## config.mk

```make
export PLATFORM = sky130hd
export DESIGN_NAME = cla_slice_sequencer_flat
export DESIGN_NICKNAME = d
export VERILOG_FILES = /design/src/rtl/cla_slice_sequencer_pkg.sv /design/src/rtl/cla_slice_sequencer_if.sv /design/src/rtl/cla_slice_sequencer_cla16.sv /design/src/rtl/cla_slice_sequencer.sv /design/src/flat_wrapper.sv
export SDC_FILE = /design/constraint.sdc
export NUM_CORES = 1
export LEC_CHECK = 0
export BUFFER_PORTS_ARGS = -buffer_cell sky130_fd_sc_hd__buf_2
export CAP_MARGIN = 20
export CORE_AREA = 2 2 131 133
export CTS_CLUSTER_SIZE = 20
export DETAILED_ROUTE_END_ITERATION = 8
export DIE_AREA = 0 0 133 135
export PLACE_DENSITY_LB_ADDON = 0.25
export RECOVER_POWER = 50
export SKIP_LAST_GASP = 1
export SLEW_MARGIN = 10
export SYNTH_ARGS = -nofsm -noshare
export SYNTH_HDL_FRONTEND = slang
export SYNTH_SLANG_ARGS = --single-unit
```

## constraint.sdc

```tcl
create_clock -name clk -period 9.61 [get_ports clk]
set_input_delay 2.883 -clock clk [delete_from_list [all_inputs] [get_ports clk]]
set_output_delay 2.883 -clock clk [all_outputs]
set_load 0.005 [all_outputs]
```

## src/rtl/cla_slice_sequencer_pkg.sv

```systemverilog
// Shared definitions for the sliced wide-adder sequencer.
//   SLICE_W      : width of the shared CLA datapath
//   ST_*         : FSM state encodings
//   seq_flags_t  : result status bits registered alongside the sum
package cla_slice_sequencer_pkg;

   localparam int SLICE_W = 16;

   localparam logic [1:0] ST_IDLE = 2'd0;
   localparam logic [1:0] ST_RUN  = 2'd1;
   localparam logic [1:0] ST_DONE = 2'd2;

   typedef struct packed {
      logic cout;
      logic ovf;
      logic all_prop;
   } seq_flags_t;

endpackage

```

## src/rtl/cla_slice_sequencer_if.sv

```systemverilog
// Operand/result handshake bundle for cla_slice_sequencer.
//   master : operand producer / result consumer (drives in_valid, a, b, cin, out_ready)
//   slave  : the sequencer (drives in_ready, out_valid, sum, cout, ovf, all_prop)
interface cla_slice_sequencer_if #(
   parameter int SLICES = 4
);
   localparam int WIDTH = 16 * SLICES;

   logic             in_valid;
   logic             in_ready;
   logic [WIDTH-1:0] a;
   logic [WIDTH-1:0] b;
   logic             cin;
   logic             out_valid;
   logic             out_ready;
   logic [WIDTH-1:0] sum;
   logic             cout;
   logic             ovf;
   logic             all_prop;

   modport master (
      output in_valid, a, b, cin, out_ready,
      input  in_ready, out_valid, sum, cout, ovf, all_prop
   );

   modport slave (
      input  in_valid, a, b, cin, out_ready,
      output in_ready, out_valid, sum, cout, ovf, all_prop
   );

endinterface

```

## src/rtl/cla_slice_sequencer_cla16.sv

```systemverilog
// 16-bit two-level carry-lookahead adder (4 groups of 4 bits).
//   A, B, c0 : operands and carry in
//   sum      : A+B+c0 low 16 bits
//   Cout     : carry out of bit 15
//   PG, GG   : group propagate / generate over all 16 bits
module CLA_16bit (
   output logic [15:0] sum,
   output logic        Cout,
   output logic        PG,
   output logic        GG,
   input  logic [15:0] A,
   input  logic [15:0] B,
   input  logic        c0
);

   logic [15:0] p, g, c;
   logic [3:0]  gp, gg;
   logic [4:0]  gc;

   assign p = A ^ B;
   assign g = A & B;

   always_comb begin
      gp = '0;
      gg = '0;
      gc = '0;
      c  = '0;
      for (int j = 0; j < 4; j++) begin
         gp[j] = &p[4*j +: 4];
         gg[j] = g[4*j+3] | (p[4*j+3] & g[4*j+2]) | (p[4*j+3] & p[4*j+2] & g[4*j+1])
               | (p[4*j+3] & p[4*j+2] & p[4*j+1] & g[4*j]);
      end
      // Second-level lookahead: group carries straight from c0.
      gc[0] = c0;
      gc[1] = gg[0] | (gp[0] & c0);
      gc[2] = gg[1] | (gp[1] & gg[0]) | (gp[1] & gp[0] & c0);
      gc[3] = gg[2] | (gp[2] & gg[1]) | (gp[2] & gp[1] & gg[0]) | (gp[2] & gp[1] & gp[0] & c0);
      gc[4] = gg[3] | (gp[3] & gg[2]) | (gp[3] & gp[2] & gg[1]) | (gp[3] & gp[2] & gp[1] & gg[0])
            | (gp[3] & gp[2] & gp[1] & gp[0] & c0);
      // First-level lookahead inside each group from its group carry.
      for (int j = 0; j < 4; j++) begin
         c[4*j]   = gc[j];
         c[4*j+1] = g[4*j] | (p[4*j] & gc[j]);
         c[4*j+2] = g[4*j+1] | (p[4*j+1] & g[4*j]) | (p[4*j+1] & p[4*j] & gc[j]);
         c[4*j+3] = g[4*j+2] | (p[4*j+2] & g[4*j+1]) | (p[4*j+2] & p[4*j+1] & g[4*j])
                  | (p[4*j+2] & p[4*j+1] & p[4*j] & gc[j]);
      end
   end

   assign sum  = p ^ c;
   assign Cout = gc[4];
   assign PG   = &gp;
   assign GG   = gg[3] | (gp[3] & gg[2]) | (gp[3] & gp[2] & gg[1]) | (gp[3] & gp[2] & gp[1] & gg[0]);

endmodule

```

## src/rtl/cla_slice_sequencer.sv

```systemverilog
// Wide adder that time-shares one CLA_16bit over SLICES 16-bit slices,
// least significant slice first, chaining the carry through a register.
//   clk, rst_n : clock, async active-low reset
//   bus        : operand in / result out handshakes (slave side)
//   busy       : high while an operation is running or its result is held
module cla_slice_sequencer
   import cla_slice_sequencer_pkg::*;
#(
   parameter int SLICES = 4
) (
   input  logic                 clk,
   input  logic                 rst_n,
   cla_slice_sequencer_if.slave bus,
   output logic                 busy
);

   localparam int WIDTH = SLICE_W * SLICES;
   localparam int K_W   = $clog2(SLICES);
   localparam logic [K_W-1:0] K_LAST = K_W'(SLICES - 1);

   logic [1:0]       state_q, state_d;
   logic [WIDTH-1:0] a_q, a_d, b_q, b_d, sum_q, sum_d;
   logic [K_W-1:0]   k_q, k_d;
   logic             carry_q, carry_d, prop_q, prop_d;
   logic             a_msb_q, a_msb_d, b_msb_q, b_msb_d;
   seq_flags_t       flags_q, flags_d;

   logic [SLICE_W-1:0] cla_sum;
   logic               cla_cout, cla_pg, cla_gg_unused;

   CLA_16bit u_cla (
      .sum  (cla_sum),
      .Cout (cla_cout),
      .PG   (cla_pg),
      .GG   (cla_gg_unused),
      .A    (a_q[k_q*SLICE_W +: SLICE_W]),
      .B    (b_q[k_q*SLICE_W +: SLICE_W]),
      .c0   (carry_q)
   );

   always_comb begin
      state_d = state_q;
      a_d     = a_q;
      b_d     = b_q;
      sum_d   = sum_q;
      k_d     = k_q;
      carry_d = carry_q;
      prop_d  = prop_q;
      a_msb_d = a_msb_q;
      b_msb_d = b_msb_q;
      flags_d = flags_q;
      case (state_q)
         ST_IDLE: begin
            if (bus.in_valid) begin
               a_d     = bus.a;
               b_d     = bus.b;
               carry_d = bus.cin;
               a_msb_d = bus.a[WIDTH-1];
               b_msb_d = bus.b[WIDTH-1];
               prop_d  = 1'b1;
               k_d     = '0;
               state_d = ST_RUN;
            end
         end
         ST_RUN: begin
            sum_d[k_q*SLICE_W +: SLICE_W] = cla_sum;
            carry_d = cla_cout;
            prop_d  = prop_q & cla_pg;
            if (k_q == K_LAST) begin
               flags_d.cout     = cla_cout;
               flags_d.all_prop = prop_q & cla_pg;
               // Signed overflow: like-signed operands, result sign differs.
               flags_d.ovf      = (a_msb_q == b_msb_q) && (cla_sum[SLICE_W-1] != a_msb_q);
               state_d          = ST_DONE;
            end else begin
               k_d = k_q + 1'b1;
            end
         end
         ST_DONE: begin
            if (bus.out_ready) state_d = ST_IDLE;
         end
         default: state_d = ST_IDLE;
      endcase
   end

   always_ff @(posedge clk or negedge rst_n) begin
      if (!rst_n) begin
         state_q <= ST_IDLE;
         a_q     <= '0;
         b_q     <= '0;
         sum_q   <= '0;
         k_q     <= '0;
         carry_q <= 1'b0;
         prop_q  <= 1'b0;
         a_msb_q <= 1'b0;
         b_msb_q <= 1'b0;
         flags_q <= '0;
      end else begin
         state_q <= state_d;
         a_q     <= a_d;
         b_q     <= b_d;
         sum_q   <= sum_d;
         k_q     <= k_d;
         carry_q <= carry_d;
         prop_q  <= prop_d;
         a_msb_q <= a_msb_d;
         b_msb_q <= b_msb_d;
         flags_q <= flags_d;
      end
   end

   assign bus.in_ready  = (state_q == ST_IDLE);
   assign bus.out_valid = (state_q == ST_DONE);
   assign bus.sum       = sum_q;
   assign bus.cout      = flags_q.cout;
   assign bus.ovf       = flags_q.ovf;
   assign bus.all_prop  = flags_q.all_prop;
   assign busy          = (state_q != ST_IDLE);

endmodule

```

## src/flat_wrapper.sv

```systemverilog
// flat-port wrapper written by rule: the top's interface ports become plain ports
module cla_slice_sequencer_flat import cla_slice_sequencer_pkg::*;
#(
   parameter int SLICES = 4
)
  (clk, rst_n, busy, bus_in_valid, bus_a, bus_b, bus_cin, bus_out_ready, bus_in_ready, bus_out_valid, bus_sum, bus_cout, bus_ovf, bus_all_prop);
  cla_slice_sequencer_if #(.SLICES(SLICES)) bus_i ();
  input  logic clk;
  input  logic rst_n;
  output logic busy;
  input wire logic [$bits(bus_i.in_valid)-1:0] bus_in_valid;
  input wire logic [$bits(bus_i.a)-1:0] bus_a;
  input wire logic [$bits(bus_i.b)-1:0] bus_b;
  input wire logic [$bits(bus_i.cin)-1:0] bus_cin;
  input wire logic [$bits(bus_i.out_ready)-1:0] bus_out_ready;
  output wire logic [$bits(bus_i.in_ready)-1:0] bus_in_ready;
  output wire logic [$bits(bus_i.out_valid)-1:0] bus_out_valid;
  output wire logic [$bits(bus_i.sum)-1:0] bus_sum;
  output wire logic [$bits(bus_i.cout)-1:0] bus_cout;
  output wire logic [$bits(bus_i.ovf)-1:0] bus_ovf;
  output wire logic [$bits(bus_i.all_prop)-1:0] bus_all_prop;
  assign bus_i.in_valid = bus_in_valid;
  assign bus_i.a = bus_a;
  assign bus_i.b = bus_b;
  assign bus_i.cin = bus_cin;
  assign bus_i.out_ready = bus_out_ready;
  assign bus_in_ready = bus_i.in_ready;
  assign bus_out_valid = bus_i.out_valid;
  assign bus_sum = bus_i.sum;
  assign bus_cout = bus_i.cout;
  assign bus_ovf = bus_i.ovf;
  assign bus_all_prop = bus_i.all_prop;
  cla_slice_sequencer #(.SLICES(SLICES)) u_core (.clk(clk), .rst_n(rst_n), .bus(bus_i), .busy(busy));
endmodule
```

# Word level (Yosys, flattened, before mapping)
# Cells that the tools add are included.
[word_totals]
regBits = 203
inputBits = 133
output_inout_bits = 70
elab_cells = 175
[op_classes]
add_sub_neg = 2
n_eq_ne = 9
n_shift = 4
mux = 12
n_bitwise = 122
n_reduce_logical = 14
[ops]
columns = ["operator", "count"]
rows = [
  ["variable part select 64 x 7 -> 16 bit", 2],
  ["AND 1 bit", 73],
  ["bitwise mux 64 bit", 1],
  ["variable shift 16 x 34 -> 64 bit (first input constant)", 1],
  ["variable part select 16 x 34 -> 64 bit", 1],
  ["bitwise OR 1 bit", 46],
  ["negator 6 -> 34 bit", 1],
  ["XOR 16 bit", 2],
  ["AND 16 bit", 1],
  ["AND reduction 16 bit", 1],
  ["AND reduction 4 bit", 4],
  ["two-way mux 2 bit", 5],
  ["inequality test 2 bit (second input constant)", 3],
  ["one-hot mux 2 bit (3 select lines)", 1],
  ["AND reduction 2 bit", 3],
  ["AND reduction 3 bit", 2],
  ["== test 2 bit (second input constant)", 2],
  ["one-hot mux 1 bit (2 select lines)", 2],
  ["one-hot mux 2 bit (2 select lines)", 1],
  ["nonzero test 2 bit", 2],
  ["adder 2 x 1 -> 2 bit (second input constant)", 1],
  ["== test 2 x 1 -> 1 bit (second input constant)", 1],
  ["zero test 2 bit", 1],
  ["two-way mux 1 bit", 2],
  ["other kinds (4)", 4],
]

# Longest topological paths before layout
[logic_depth]
word_depth = 15
mapped_depth = 11
depth_no_buf = 9

# Hierarchy
# A second synthesis with hierarchy kept.
[unflattened]
hier_cells = 676
hier_area_um2 = 9486.6
[modules_own_cells]
columns = ["mod", "n_inst", "cells_each", "area_each_um2", "seq_area_each_um2"]
rows = [
  ["cla_slice_sequencer", 1, 576, 8663.3, 5029.8],
  ["CLA_16bit", 1, 100, 823.3, 0.0],
]

# Least setup slack after synthesis
# No wires, ideal clock.
[synth_timing]
path_type = "input to register"
from = "input port bus_in_valid"
to = "register u_core.a_msb_q"
arrival_ns = 3.862
required_ns = 9.485
path_slack_ns = 5.623
path_stages = 5
path_cell_list = "and2_1 > clkbuf_1 > buf_2 > buf_2 > mux2_2"
[synth_via]
elab_chain_len = 1
[synth_rtl]
columns = ["item", "line", "text"]
rows = [
  ["start: declaration", "flat_wrapper.sv:11", "input wire logic [$bits(bus_i.in_valid)-1:0] bus_in_valid;"],
  ["AND reduction 2 bit (no source line)", "-", ""],
  ["end signal: assignment", "cla_slice_sequencer.sv:106", "a_msb_q <= a_msb_d;"],
  ["end: declaration", "cla_slice_sequencer.sv:25", "logic a_msb_q, a_msb_d, b_msb_q, b_msb_d;"],
]
# No other way between the ends.
# A chain may end at the register's enable or synchronous reset.

# Worst setup path after layout
[layout_timing]
from = "input port bus_in_valid"
to = "register u_core.b_q[50]"
[layout_via]
elab_chain_len = 1
[layout_rtl]
columns = ["item", "line", "text"]
rows = [
  ["AND reduction 2 bit (no source line)", "-", ""],
  ["end signal: assignment", "cla_slice_sequencer.sv:90", "b_q <= '0;"],
  ["end signal: assignment", "cla_slice_sequencer.sv:101", "b_q <= b_d;"],
  ["end: declaration", "cla_slice_sequencer.sv:22", "logic [WIDTH-1:0] a_q, a_d, b_q, b_d, sum_q, sum_d;"],
]
# No other way between the ends.

==> results.txt <==
In this run the count of I/O pins placed on the die edge is 203. The initial standard-cell utilization of the core is a little over half. STA classifies the critical path endpoint as a flop. On the final layout, the worst clock skew is 9.258 ps.

For the pin with the worst max-slew slack, the measured transition is approximately 2600 ps. The post-synthesis cell type with the largest combined area is dfrtp_1. The routability congestion estimate from global placement is 0.7773.

The largest single stage delay on the critical path is 1880 ps. The total routed wire length on the met1 layer is slightly below 9 mm. The startpoint type of the worst setup path is an input port. Summed over all nets, wire length on met2 after detailed routing comes to 9.716 mm.

In this run the worst path has a maximum fanout of 74. The critical path required time came out at ~10000 ps. Global routing consumed, over all layers together, 23.09% of the routing resources. The power per cell area came out at about 430 mW/mm². The signal on the critical path passes through buf_2 -> and2_0 -> clkbuf_1 -> buf_16 -> mux2_2. The number of flops mapped to enable cells by yosys is 0. The critical path data arrival time is 6570 ps.

In this run the deepest clock path goes through 3 buffers. The type of the worst setup path is in -> reg. The die extent in y is 135 µm. The clock-pin slew on the worst setup and hold paths is 70 ps. The tool flagged a number of max-cap violations equal to 3. In this run, CTS created clock tree buffers numbering 21. The final-report hold violation count came out at 0. The number of remaining DRC errors is 0. The path class of the tightest hold or removal check is reg -> reg.

After clock tree synthesis, the setup repair step added 0 buffers. The antenna violation net count after detailed routing is 0. The sum of buffers and inverters on the critical path came out at 3. The main flop type after synthesis is dfrtp_1. The run finished, with violations left. The met3 wire length is roughly 1.6 mm. The wire length of the first global-routing pass came out at 32.84 mm.

The standby leakage power came out at 5.125 nW. The H-tree depth is 1. The via count of the first global-routing pass is 6243. The post-synthesis area per instance is 14.49 µm². The final number of setup-violating endpoints came out at 0. The number of filler instances in the final layout came out at 1227. In this run the horizontal extent of the chip is 133 µm. By area the synthesized netlist is led by dfrtp_1, mux2_2, mux4_2, a22o_1, ha_1. The detailed router used layers up to and including met5.

TritonCTS built the clock tree. In this run, post-CTS hold repair placed 0 buffers. The ratio of routed vias to standard cells is around 5.7.

The worst path meets setup with 3407 ps of slack. In the layout the commonest cells are buf_2, dfrtp_1, mux2_2. The initial antenna violation count came to 3. The final layout net count is between 900 and 1000. Setup repair after global routing left no endpoint under its margin. The floorplan die area is 0.01796 mm². The maximum VDD drop is approximately 0.22 mV.

The total negative setup slack is 0 ps. The CTS sink count is between 200 and 250. The proportion of netlist area held by the largest area contributor is 56.00%. The count of instances resized after the clock tree is built is 0. The pre-antenna-repair detailed-routing pass consisted of 4 iterations. The share of synthesized flip-flops with an asynchronous set or reset came out at 100.0%.

The post-synthesis instance total came out at 620. The number of nets handed over by synthesis was 779. In this design, the largest share of critical-path delay is due to simple AND/OR/NAND/NOR gates.

The total half-perimeter wirelength after legalization and detailed placement came out at 14.96 mm. The wire length per cell came out at ~20 µm. The ratio of cells with drive above 1 in the final layout came out at between 40% and 50%. In this run the tightest slew margin relative to its limit is -72.25%. The number of slew-limit violations in the final report was between 100 and 150. The minimum setup slack after placement came out at 4622 ps. The checks that failed: max-capacitance violations, max-slew violations. Static timing analysis puts the maximum clock frequency at 161.2 MHz. The total of buffers placed on input and output ports is 202. Detailed routing inserted a total of 5964 vias.

The critical path's slowest cell is and2_0. The cell sitting at the root of the clock tree is a clkbuf_16. The total of warnings raised by yosys came out at 0. The first routing iteration left 303 violations. The maximum number of pins on one net before global-route repair came out at 116.

Across all hold checks on the routed design, the worst slack comes to 474.4 ps. The post-synthesis sequential area ratio is between 50% and 60%. The total of flip-flops plus latches after synthesis is 201. The total area inside the core boundary comes to 0.01641 mm². The post-route fraction of the period consumed by the critical path is ~65%. Yosys mapped the design onto 44 distinct sky130hd cell types. The initialized floorplan defines 47 standard-cell rows. The worst-skew pair later-pin latency came out at 480 ps. The signed area change from the synthesized netlist to the final layout came out at 21.25%. The clock period minus worst slack came out at 6203 ps. The total grt overflow came out at 0. The cell area after synthesis came out at 0.008981 mm². Summed over all layers, the routed wires come to 20.61 mm.
## routing by layer
metal,up-vias,track usage (%)
met4,4,4.600
met1,2981,31.80
met5,-,0
li1,2711,-
met2,236,38.00
met3,32,5.668
## synth_stat cells (4+ instances only)
cell type	instances
nand2_1	41
clkbuf_1	10
o21ai_0	28
buf_2	20
o31ai_1	4
a22o_1	36
fa_1	4
inv_1	8
mux4_2	32
xnor2_1	6
dfrtp_1	201
a32o_1	4
a21o_1	4
a21oi_1	10
ha_1	22
mux2_2	129
nand3_1	8
xor2_1	4
nor2_1	7
## final cells by class
class                           instances  area (µm²)  share of cell area (%)
Clock buffer                           27       568.0                   5.217
Inverter                                8       30.03                  0.2758
Antenna cell                            2       5.005                 0.04596
Tap cell                              220       275.3                   2.528
Clock inverter                          7       135.1                   1.241
Sequential cell                       201        5031                   46.20
Timing Repair Buffer                  207        1085                   9.962
Multi-Input combinational cell        381        3760                   34.53
## metrics by stage
stage	instances	power [mW]	area, µm²	util, %
2_1_floorplan	620	3.141	8981	-
3_3_place_gp	1015	3.780	10170	61.96
3_5_place_dp	1015	3.888	10170	61.96
4_1_cts	1049	4.736	10870	66.25
5_1_grt	1052	4.990	10890	66.35
6_report	1053	4.701	10890	66.37
## final timing paths
kind                                    from                 end  slack [ps]  depth (start not counted)
min                        u_core.bus.sum[0]   u_core.bus.sum[0]         470                          2
max reg2reg                    u_core.k_q[0]  u_core.bus.sum[61]        4140                         10
max                             bus_in_valid      u_core.b_q[50]        3410                          5
max in group asynchronous              rst_n      u_core.b_q[54]        4810                          2
min in group asynchronous              rst_n  u_core.bus.sum[52]        2520                          1
min reg2reg                u_core.bus.sum[0]   u_core.bus.sum[0]         470                          2
## state kept, by name, summed over array words and instances, names as in the netlist
name / cells
u_core.a_msb_q: 1
u_core.a_q: 63
u_core.b_msb_q: 1
u_core.b_q: 63
u_core.bus.all_prop: 1
u_core.bus.cout: 1
u_core.bus.ovf: 1
u_core.bus.sum: 64
u_core.carry_q: 1
u_core.k_q: 2
u_core.prop_q: 1
u_core.state_q: 2
## worst register-to-register path, stage by stage (launching register included)
cell and delay, ps:
dfrtp_1 980, clkbuf_1 1450, mux4_2 720, ha_1 350
a21oi_1 220, o211ai_1 290, a21oi_4 260, nand2_1 90
fa_1 400, xnor2_1 380, o21ai_0 190
## cells by family after synthesis
kind of cell	share of synthesized area (%)
DFF	56.00
muxes	24.20
AOI/OAI and AO/OA	8.359
and+or+nand+nor	4.639
buffers and inverters	1.867
adders and majority gates	3.957
xor gates and xnor gates	0.9752
## report_power, final
group | switching [mW] | total, mW | internal, mW | leakage [nW]
Clock | 0.315 | 0.836 | 0.521 | 0.346
Combinational | 1.30 | 2.39 | 1.09 | 2.28
Sequential | 0.250 | 1.47 | 1.23 | 2.50
Total | 1.87 | 4.70 | 2.84 | 5.12
Power figures use the tool's default switching activity.
